[src/rtl/irq_arbiter.sv]
// irq_arbiter: edge-detecting, maskable, round-robin interrupt controller
// between memory-mapped devices and cp0. The pending/ack, mask and cause
// registers sit on the data address space. After a source is taken, no
// further interrupt is taken until ERET.
module irq_arbiter #(
    parameter int unsigned NUM_SRC    = 4,
    parameter int unsigned ID_W       = 2,
    parameter logic [31:0] ACK_ADDR   = 32'hffff0070,
    parameter logic [31:0] MASK_ADDR  = 32'hffff0074,
    parameter logic [31:0] CAUSE_ADDR = 32'hffff0078
) (
    input  logic               clk,
    input  logic               reset,
    input  logic [NUM_SRC-1:0] irq_in,
    input  logic               global_en,
    input  logic               eret,
    input  logic [31:0]        address,
    input  logic [31:0]        wr_data,
    input  logic               MemRead,
    input  logic               MemWrite,
    output logic [31:0]        rd_data,
    output logic               IrqAddress,
    output logic               TakenInterrupt,
    output logic [ID_W-1:0]    cause_id,
    output logic               in_handler
);

    localparam int unsigned    DATA_W  = 32;
    localparam logic [ID_W-1:0] LAST_ID = ID_W'(NUM_SRC - 1);

    typedef enum logic {
        IDLE    = 1'b0,
        HANDLER = 1'b1
    } state_t;

    state_t             state;
    state_t             state_next;

    logic [NUM_SRC-1:0] pending;
    logic [NUM_SRC-1:0] mask;
    logic [NUM_SRC-1:0] irq_prev;
    logic [NUM_SRC-1:0] rise;
    logic [NUM_SRC-1:0] clr;
    logic [NUM_SRC-1:0] eligible;
    logic               any_eligible;

    logic [ID_W-1:0]    rr_ptr;
    logic [ID_W-1:0]    win_id;
    logic [ID_W-1:0]    win_hi;
    logic [ID_W-1:0]    win_lo;
    logic               found_hi;

    logic               hit_ack;
    logic               hit_mask;
    logic               hit_cause;
    logic               unused_wr_hi;

    // Register address decode; independent of the read/write strobes.
    assign hit_ack    = (address == ACK_ADDR);
    assign hit_mask   = (address == MASK_ADDR);
    assign hit_cause  = (address == CAUSE_ADDR);
    assign IrqAddress = hit_ack | hit_mask | hit_cause;

    // A request is recorded once, on its rising edge; a held level does not re-arm it.
    assign rise = irq_in & ~irq_prev;

    // Write-1-to-clear acknowledge from the handler.
    assign clr = (MemWrite && hit_ack) ? wr_data[NUM_SRC-1:0] : '0;

    // Masking only gates arbitration; masked sources stay pending.
    assign eligible     = pending & mask;
    assign any_eligible = |eligible;

    assign in_handler = (state == HANDLER);

    // Store data above the source count has no register behind it.
    assign unused_wr_hi = ^wr_data[DATA_W-1:NUM_SRC];

    // Round-robin pick: lowest eligible index at or above rr_ptr, otherwise wrap
    // to the lowest eligible index overall.
    always_comb begin
        win_hi   = '0;
        win_lo   = '0;
        found_hi = 1'b0;
        for (int i = int'(NUM_SRC) - 1; i >= 0; i--) begin
            if (eligible[i]) begin
                win_lo = ID_W'(i);
                if (ID_W'(i) >= rr_ptr) begin
                    win_hi   = ID_W'(i);
                    found_hi = 1'b1;
                end
            end
        end
        win_id = found_hi ? win_hi : win_lo;
    end

    // State register.
    always_ff @(posedge clk or posedge reset) begin
        if (reset) begin
            state <= IDLE;
        end else begin
            state <= state_next;
        end
    end

    // Next state and interrupt-taken strobe; ERET only matters in HANDLER.
    always_comb begin
        state_next     = state;
        TakenInterrupt = 1'b0;
        case (state)
            IDLE: begin
                TakenInterrupt = global_en & any_eligible;
                if (TakenInterrupt) begin
                    state_next = HANDLER;
                end
            end
            HANDLER: begin
                if (eret) begin
                    state_next = IDLE;
                end
            end
            default: state_next = IDLE;
        endcase
    end

    // Edge history, pending set/clear (set wins), mask, and the serviced-source record.
    always_ff @(posedge clk or posedge reset) begin
        if (reset) begin
            irq_prev <= '0;
            pending  <= '0;
            mask     <= '1;
            rr_ptr   <= '0;
            cause_id <= '0;
        end else begin
            irq_prev <= irq_in;
            pending  <= (pending & ~clr) | rise;
            if (MemWrite && hit_mask) begin
                mask <= wr_data[NUM_SRC-1:0];
            end
            if (TakenInterrupt) begin
                cause_id <= win_id;
                rr_ptr   <= (win_id == LAST_ID) ? '0 : win_id + ID_W'(1);
            end
        end
    end

    // Combinational load data; zero unless a load targets one of the registers.
    always_comb begin
        rd_data = '0;
        if (MemRead) begin
            if (hit_ack) begin
                rd_data = DATA_W'(pending);
            end else if (hit_mask) begin
                rd_data = DATA_W'(mask);
            end else if (hit_cause) begin
                rd_data             = DATA_W'(cause_id);
                rd_data[DATA_W-1]   = in_handler;
            end
        end
    end

endmodule

[config.mk]
export PLATFORM = sky130hd
export DESIGN_NAME = irq_arbiter
export DESIGN_NICKNAME = d
export VERILOG_FILES = /design/src/rtl/irq_arbiter.sv
export SDC_FILE = /design/constraint.sdc
export NUM_CORES = 1
export LEC_CHECK = 0
export CAP_MARGIN = 20
export CORE_MARGIN = 2
export CORE_UTILIZATION = 30
export CTS_CLUSTER_SIZE = 28
export DETAILED_ROUTE_END_ITERATION = 16
export GPL_TIMING_DRIVEN = 0
export PLACE_DENSITY_LB_ADDON = 0.05
export SLEW_MARGIN = 5
export SYNTH_ARGS = -nofsm -noshare
export SYNTH_HDL_FRONTEND = slang
export SYNTH_SLANG_ARGS = --single-unit
[constraint.sdc]
create_clock -name clk -period 2 [get_ports clk]
set_input_delay 0.3 -clock clk [delete_from_list [all_inputs] [get_ports clk]]
set_output_delay 0.3 -clock clk [all_outputs]
set_load 0.02 [all_outputs]
==> results of run 1 <==
logic make-up (layout without fill, tap and decap cells):
group                  Yosys count  in the layout  share of synthesized area
other                            1             27                   0.003162
flip-flops                      17             17                     0.3629
multiplexers                    10             10                     0.1034
AO/OA/AOI/OAI                   20             20                     0.1340
buffers and inverters           36             98                     0.2141
AND/OR/NAND/NOR                 37             37                     0.1825
per-layer routing:
layer,part of all wire,GRT usage,up-vias
li1,-,-,553
met1,0.40,0.1796,498
met2,0.49,0.2475,67
met3,0.10,0.03041,3
met4,0.012,0.06888,0
met5,0,0,-
placed cells by master (no fill, tap or decap), types with 2 or more instances in the layout:
cell type and instances:
clkdlybuf4s15_1 2, nor2_1 8, inv_1 7, nand4_1 7, conb_1 27, nor3_2 2
dlygate4sd2_1 15, a22o_1 4, dfrtp_1 13, clkdlybuf4s50_1 20, mux2_4 4, a21oi_1 3
nand4b_1 3, o22a_1 2, buf_4 37, o21ai_0 2, dlymetal6s2s_1 11, clkbuf_8 4
o21a_1 2, nand2_1 6, nor4_2 2, dfstp_2 4, mux2_2 2, mux2i_1 4
cell type report:
class                   count  area [sq um]  area share
multi-input cells          94         664.4      0.3292
repair buffers             58         564.3      0.2796
flip-flops and latches     17         430.4      0.2133
plain buffers              29         227.7      0.1128
well taps                  48         60.06     0.02976
clock buffers               4         45.04     0.02232
inverters                   7         26.28     0.01302
power by group through the flow:
stage | sequential [mW] | combinational, mW | clock (mW)
after CTS | 0.356 | 0.207 | 0.262
after floorplan | 0.362 | 0.115 | 0
final | 0.357 | 0.211 | 0.253
after global placement | 0.362 | 0.213 | 0
after detailed placement | 0.362 | 0.216 | 0
after global routing | 0.357 | 0.228 | 0.280
registers in the layout, summed over array words and instances, names as in the netlist:
name	flops
cause_id	2
in_handler	1
irq_prev	4
mask	4
pending	4
rr_ptr	2
stage by stage:
stage	setup slack (ps)	power, mW	instances	hold slack, ps	TNS (ps)
finish	93.09	0.8203	257	433.6	0
global route	-1.702	0.8651	257	492.8	-1.702
CTS	-6.642	0.8253	255	455.3	-6.642
detailed placement	-842.0	0.5779	249	530.1	-4791
global placement	-877.2	0.5752	249	524.5	-4975
floorplan	124.7	0.4777	147	223.2	0
path summary, 6_finish.rpt:
path	start	endpoint	slack, ps	cells past startpoint
max in group asynchronous	reset	rr_ptr[1]	1150	2
hold / removal	reset	pending[1]	430	2
setup / recovery	address[3]	rd_data[0]	90	5
setup reg to reg	mask[0]	rr_ptr[1]	330	5
min in group clk	address[2]	pending[3]	480	3
hold reg to reg	in_handler	in_handler	550	1
worst max-delay path, cell delays in order:
cell and delay, ps:
clkdlybuf4s50_1 660, nor2b_1 270, a21oi_1 100, nor2_1 120, buf_4 160
repair_timing:
action / in CTS / in global routing
resized for setup: 55 / 19
pin swaps: 9 / 6
setup endpoints to repair: 7 / 7
buffers inserted: 2 / 2
==> impl_metrics.env, run 1 <==
export IMPL_status="finished, final reports clean"
export IMPL_grt_total_usage=0.1476
export IMPL_fin_skew_ps=3.693
export IMPL_dieHeight_um=66.88
export IMPL_hold_viol=0
export IMPL_cp_end_kind="output port"
export IMPL_clkLatencyLatePin_ps=250
export IMPL_worst_hold_path_type="input port to async pin"
export IMPL_syn_inst=121
export IMPL_synth_enable_flop_cells=0
export IMPL_post_route_period_util=0.9535
export IMPL_wl_per_cell_um=12.07
export IMPL_ys_async_sr_fraction=1.000
export IMPL_finalWirelength_mm=3.102
export IMPL_yosysWarnings=0
export IMPL_io_buffers=54
export IMPL_sw_frac_of_total=0.2601
export IMPL_ios=111
export IMPL_num_antenna_cells=0
export IMPL_max_freq_mhz=524.4
export IMPL_synth_ff_latch_count=17
export IMPL_required_ps=1700
export IMPL_p_comb_frac=0.257
export IMPL_cp_arrival_ps=1610
export IMPL_nets=284
export IMPL_synth_ff_type="dfrtp_1"
export IMPL_slew_viol_final=0
export IMPL_synth_top_area_share=0.2743
export IMPL_ir_drop_uv=172.7
export IMPL_grt_remaining_overflow=0
export IMPL_n_fill_cell=368
export IMPL_ys_seq_area_frac=0.3629
export IMPL_cts_root_buffer="clkbuf_8"
export IMPL_clock_sinks=17
export IMPL_ctsHoldBuffers=0
export IMPL_place_hpwl_mm=2.494
export IMPL_start_kind="input port"
export IMPL_cp_max_fo=8
export IMPL_syn_area_sq_mm=0.001186
export IMPL_initial_core_util=0.3168
export IMPL_setup_viol=0
export IMPL_die_area_sq_mm=0.004473
export IMPL_drive_gt1_frac=0.2967
export IMPL_synth_most_common_cell="buf_4"
export IMPL_fin_util=0.5391
export IMPL_syn_area_per_cell_sq_um=9.803
export IMPL_syn_to_final_growth_pct=70.15
export IMPL_firstDrtPassIters=4
export IMPL_clkTransAtPathRegs_ps=60
export IMPL_htree_levels=1
export IMPL_placementRows=22
export IMPL_drt_iter0_drc=26
export IMPL_finalCriticalPeriod_ps=1907
export IMPL_grt_start_max_net_pins=18
export IMPL_cellPowerDensity_mw_per_mm2=406.4
export IMPL_maxCapViolCount=0
export IMPL_relSlewSlack=0.5689
export IMPL_crit_type="input port to output port"
export IMPL_synth_top_cell_by_area="dfrtp_1"
export IMPL_cts_max_path_buffers=2
export IMPL_antenna_left=0
export IMPL_core_area_sq_mm=0.003744
export IMPL_cts_tree="built"
export IMPL_via_per_inst=4.362
export IMPL_placed_area_sq_mm=0.001884
export IMPL_gp_congestion=0.7667
export IMPL_die_width_um=66.88
export IMPL_switchingPower_uw=213.4
export IMPL_leakage_nw=1.052
export IMPL_grt_pass1_vias=1120
export IMPL_clock_power_share=0.308
export IMPL_sequentialPowerShare=0.435
export IMPL_cts_buffers=3
export IMPL_drc=0
export IMPL_grt_antenna_before_repair=0
export IMPL_synth_common_cells="27 x buf_4, 13 x dfrtp_1, 8 x nor2_1"
export IMPL_synth_area_top_cells="dfrtp_1 27%, buf_4 17%, dfstp_2 8.9%, mux2_4 5.1%, nand4_1 3.7%"
export IMPL_tightest_slew_ps=646.0
export IMPL_intPower_uw=606.9
export IMPL_grt_first_pass_wirelength_mm=4.968
export IMPL_final_area_sq_mm=0.002018
export IMPL_synth_distinct_cells=35
export IMPL_num_vias=1121
No activity file was read; power rests on OpenSTA's default activity.
==> inputs of run 2 (changes only) <==
--- a/config.mk
+++ b/config.mk
@@ -10,6 +10,7 @@
 export CORE_UTILIZATION = 30
 export CTS_CLUSTER_SIZE = 28
 export DETAILED_ROUTE_END_ITERATION = 16
+export GPL_ROUTABILITY_DRIVEN = 0
 export GPL_TIMING_DRIVEN = 0
 export PLACE_DENSITY_LB_ADDON = 0.05
 export SLEW_MARGIN = 5
==> run 2 against run 1 <==
Critical path depth up 3. Global-route usage down 1.1 points. Via count up 1.5%. Sequential cell count unchanged. Setup slack worse by 12 ps. Sequential share of layout area up 0.066 points. Clock power about the same. Combinational power about the same. Count of clock-buffer cells in the layout down 1. Die area unchanged. Clock skew up 0.96 ps. Largest power group unchanged. Highest routed layer unchanged.
==> impl_metrics.env, run 2 (same netlist as run 1, synthesis figures left out) <==
export IMPL_fin_util=0.5374
export IMPL_io_buffers=54
export IMPL_cts_root_buffer="clkbuf_8"
export IMPL_relSlewSlack=0.5632
export IMPL_grt_total_usage=0.1367
export IMPL_cp_max_fo=5
export IMPL_cts_buffers=3
export IMPL_drc=0
export IMPL_rsz0062_at_grt="false"
export IMPL_cp_end_kind="output port"
export IMPL_grt_remaining_overflow=0
export IMPL_maxCapViolCount=0
export IMPL_final_area_sq_mm=0.002012
export IMPL_dpl_cell_count=249
export IMPL_layout_commonest_cell="buf_4"
export IMPL_rr_startpoint="mask[2]"
export IMPL_crit_type="input port to output port"
export IMPL_final_cell_mix="30 x buf_4, 27 x conb_1, 18 x clkdlybuf4s50_1, 14 x dlygate4sd2_1, 13 x dfrtp_1"
export IMPL_grt_first_pass_wirelength_mm=4.692
export IMPL_die_area_sq_mm=0.004473
export IMPL_clock_sinks=17
export IMPL_timing_hold_ws_ps=438.5
export IMPL_syn_to_final_growth_pct=69.62
export IMPL_post_route_period_util=0.9594
export IMPL_cts_max_path_buffers=2
export IMPL_finalCriticalPeriod_ps=1919
export IMPL_core_area_sq_mm=0.003744
export IMPL_htree_levels=1
export IMPL_hold_viol=0
export IMPL_dieHeight_um=66.88
export IMPL_grt_antenna_before_repair=0
export IMPL_grt_pass1_vias=1113
export IMPL_fin_cells=255
export IMPL_tightest_slew_ps=654.4
export IMPL_ir_drop_uv=201.3
export IMPL_placementRows=22
export IMPL_ios=111
export IMPL_status="finished, final reports clean"
export IMPL_pre_cts_ws_ps=-917.2
export IMPL_slew_viol_final=0
export IMPL_clkLatencyLatePin_ps=250
export IMPL_cellPowerDensity_mw_per_mm2=407.3
export IMPL_initial_core_util=0.3168
export IMPL_r2r_end="rr_ptr[1]"
export IMPL_max_freq_mhz=521.2
export IMPL_r2r_cells=5
export IMPL_top_regs="irq_prev: 4 flops, mask: 4 flops, pending: 4 flops"
export IMPL_leakage_nw=1.052
export IMPL_place_hpwl_mm=2.549
export IMPL_start_kind="input port"
export IMPL_num_vias=1138
export IMPL_cp_arrival_ps=1620
export IMPL_r2r_slack_ps=340
export IMPL_grt_start_max_net_pins=18
export IMPL_nets=282
export IMPL_finalWirelength_mm=3.141
export IMPL_setup_tns_ps=0
export IMPL_worst_hold_path_type="input port to async pin"
export IMPL_clkTransAtPathRegs_ps=70
export IMPL_required_ps=1700
export IMPL_wl_per_cell_um=12.32
export IMPL_firstDrtPassIters=4
export IMPL_fin_total_pwr_uw=819.5
export IMPL_cts_tree="built"
export IMPL_drt_iter0_drc=91
export IMPL_setup_viol=0
export IMPL_fin_ws_ps=81.24
export IMPL_via_per_inst=4.463
export IMPL_antenna_left=0
export IMPL_num_antenna_cells=0
export IMPL_drive_gt1_frac=0.2899
export IMPL_die_width_um=66.88
export IMPL_fin_skew_ps=4.649
export IMPL_placed_area_sq_mm=0.001884
## run 2: how the worst max path moves through the flow
| stage | start | to | slack [ps] | cells past startpoint |
|---|---|---|---|---|
| 3_5_place_dp | address[31] | rd_data[3] | -920 | 8 |
| 5_1_grt | address[22] | rd_data[3] | 0.7 | 8 |
| 3_3_place_gp | address[31] | rd_data[3] | -880 | 8 |
| 2_1_floorplan | address[1] | rd_data[2] | 120 | 6 |
| 6_report | address[27] | rd_data[3] | 80 | 8 |
| 4_1_cts | address[7] | rd_data[3] | 5 | 8 |
## run 2: worst max-delay path, stage by stage
cell	delay (ps)
dlygate4sd2_1	190
nand4_1	110
nor4_2	270
and4_1	230
buf_6	130
nand2_8	70
nor3_4	190
buf_6	140
## run 2: what timing repair did
action                     CTS  global route
setup buffers                2             0
pin swaps                   10             7
gates cloned                 0             0
setup endpoints to repair    7             6
hold buffers                 0             0
resized for setup           59            19
## run 2: cell type report
class | count | area, sq um
Fill cell | 368 | 1732
Multi-Input combinational cell | 94 | 670.6
Timing Repair Buffer | 56 | 550.5
Sequential cell | 17 | 430.4
Buffer | 29 | 227.7
Tap cell | 48 | 60.06
Clock buffer | 3 | 41.29
Inverter | 7 | 26.28
Clock inverter | 1 | 5.005
## run 2: power by group
group,switching (mW),internal [mW]
clock network,0.113,0.138
logic,0.0983,0.113
registers,0.00524,0.351
total,0.217,0.603
## run 2: per-layer routing
layer | share of wire | GRT usage | wire (um) | vias up
met2 | 0.50 | 0.2438 | 1583 | 62
met3 | 0.096 | 0.03041 | 301 | 2
li1 | - | - | - | 549
met1 | 0.39 | 0.1571 | 1223 | 525
met5 | 0 | 0 | 0 | -
met4 | 0.011 | 0.05357 | 33 | 0
==> inputs of run 3 (changes only) <==
--- a/config.mk
+++ b/config.mk
@@ -13,6 +13,7 @@
 export GPL_ROUTABILITY_DRIVEN = 0
 export GPL_TIMING_DRIVEN = 0
 export PLACE_DENSITY_LB_ADDON = 0.05
+export SKIP_CTS_REPAIR_TIMING = 1
 export SLEW_MARGIN = 5
 export SYNTH_ARGS = -nofsm -noshare
 export SYNTH_HDL_FRONTEND = slang
==> run 3 against run 2 <==
Cell count increased by 0.39%. Register-to-register slack about the same. Clock skew decreased by 2.0 ps. Maximum frequency increased by 1.4%. Cell area increased by 3.2%. Sequential share of layout area decreased by 0.66 points. Combinational power increased by 3%. Worst hold slack improved by 7.7 ps.
==> impl_metrics.env, run 3 (same netlist as run 1, synthesis figures left out) <==
export IMPL_grt_remaining_overflow=0
export IMPL_htree_levels=1
export IMPL_grt_antenna_before_repair=0
export IMPL_wl_per_cell_um=12.83
export IMPL_drive_gt1_frac=0.2933
export IMPL_max_stage_delay_ps=570
export IMPL_io_buffers=54
export IMPL_status="finished, final reports clean"
export IMPL_setup_viol=0
export IMPL_grt_first_pass_wirelength_mm=4.664
export IMPL_pre_cts_ws_ps=-917.2
export IMPL_maxCapViolCount=0
export IMPL_fin_ws_ps=107.3
export IMPL_cts_tree="built"
export IMPL_required_ps=1700
export IMPL_ir_drop_uv=200.7
export IMPL_cts_max_path_buffers=2
export IMPL_final_cell_mix="31 x buf_4, 29 x dlymetal6s2s_1, 27 x conb_1, 19 x clkdlybuf4s50_1, 13 x dfrtp_1"
export IMPL_die_width_um=66.88
export IMPL_max_freq_mhz=528.3
export IMPL_drc=0
export IMPL_layout_commonest_cell="buf_4"
export IMPL_final_area_sq_mm=0.002076
export IMPL_relSlewSlack=0.5529
export IMPL_crit_type="flip-flop to output port"
export IMPL_start_kind="flip-flop"
export IMPL_worst_hold_path_type="input port to async pin"
export IMPL_multi_input_comb_area_sq_um=670.6
export IMPL_dieHeight_um=66.88
export IMPL_rsz0062_at_grt="false"
export IMPL_clock_sinks=17
export IMPL_fin_total_pwr_uw=824.2
export IMPL_cellPowerDensity_mw_per_mm2=397.1
export IMPL_ios=111
export IMPL_slowest_stage="dfstp_2"
export IMPL_initial_core_util=0.3168
export IMPL_post_route_period_util=0.9464
export IMPL_fin_skew_ps=2.627
export IMPL_slew_viol_final=0
export IMPL_core_area_sq_mm=0.003744
export IMPL_seq_area_sq_um=430.4
export IMPL_finalWirelength_mm=3.285
export IMPL_top_regs="irq_prev: 4 flops, mask: 4 flops, pending: 4 flops"
export IMPL_cts_root_buffer="clkbuf_8"
export IMPL_tightest_slew_ps=669.9
export IMPL_grt_pass1_vias=1104
export IMPL_cp_arrival_ps=1590
export IMPL_clkLatencyLatePin_ps=250
export IMPL_hold_viol=0
export IMPL_placementRows=22
export IMPL_num_antenna_cells=0
export IMPL_die_area_sq_mm=0.004473
export IMPL_firstDrtPassIters=4
export IMPL_placed_area_sq_mm=0.001884
export IMPL_path_cells="nand2_1 -> a41oi_4 -> dlymetal6s2s_1"
export IMPL_r2r_cells=5
export IMPL_n_fill_cell=352
export IMPL_cp_end_kind="output port"
export IMPL_antenna_left=0
export IMPL_grt_start_max_net_pins=18
export IMPL_via_per_inst=4.449
export IMPL_syn_to_final_growth_pct=75.00
export IMPL_nets=283
export IMPL_leakage_nw=1.202
export IMPL_cts_buffers=3
export IMPL_cp_max_fo=8
export IMPL_clkTransAtPathRegs_ps=70
export IMPL_timing_hold_ws_ps=446.2
export IMPL_drt_iter0_drc=85
export IMPL_finalCriticalPeriod_ps=1893
export IMPL_place_hpwl_mm=2.549
export IMPL_num_vias=1139
export IMPL_grt_total_usage=0.1370
==> run 3: cell count changes in the layout (fill, tap and decap cells not counted) <==
cell             delta
buf_6               -1
clkdlybuf4s15_1     -5
dlygate4sd2_1      -14
clkbuf_2            +3
clkdlybuf4s50_1     +1
buf_2               -2
dlymetal6s2s_1     +18
buf_4               +1
==> run 3: per-layer routing <==
layer  track usage  vias up  part of all wire
li1              -      552                 -
met1        0.1570      521              0.39
met2        0.2450       64              0.50
met3       0.03041        2             0.097
met4       0.05357        0             0.010
met5             0        -                 0
==> run 3: report_power, final <==
part	switching [mW]	internal [mW]
Combinational	0.0996	0.119
Clock	0.111	0.138
Sequential	0.00521	0.351
==> run 3: final timing paths <==
path                            startpoint              to  slack [ps]
worst min register to register  pending[3]      pending[3]         550
worst min-delay path                 reset     irq_prev[3]         450
min in group clk                address[2]      pending[3]         480
max in group asynchronous            reset     irq_prev[2]        1120
worst max register to register     mask[2]       rr_ptr[1]         330
worst max-delay path               mask[0]  TakenInterrupt         110
==> run 3: stage by stage <==
step / setup TNS [ps] / instances / util
floorplan: 0 / 147 / -
global placement: -5007 / 249 / 0.5033
detailed placement: -5169 / 249 / 0.5033
CTS: -5113 / 253 / 0.5157
global route: 0 / 256 / 0.5545
finish: 0 / 256 / 0.5545
==> run 3: cell type report <==
class / count / area share
multi-input cells: 94 / 0.3231
repair buffers: 57 / 0.2960
flip-flops and latches: 17 / 0.2074
plain buffers: 29 / 0.1097
well taps: 48 / 0.02893
clock buffers: 3 / 0.01989
inverters: 7 / 0.01266
clock inverters: 1 / 0.002411
==> run 3: critical path: cells and delay by family (launching register included) <==
family | cells | cell delay, ps
DFF | 1 | 570
buffers and inverters | 1 | 280
and+or+nand+nor | 1 | 130
AOI/OAI and AO/OA | 1 | 360
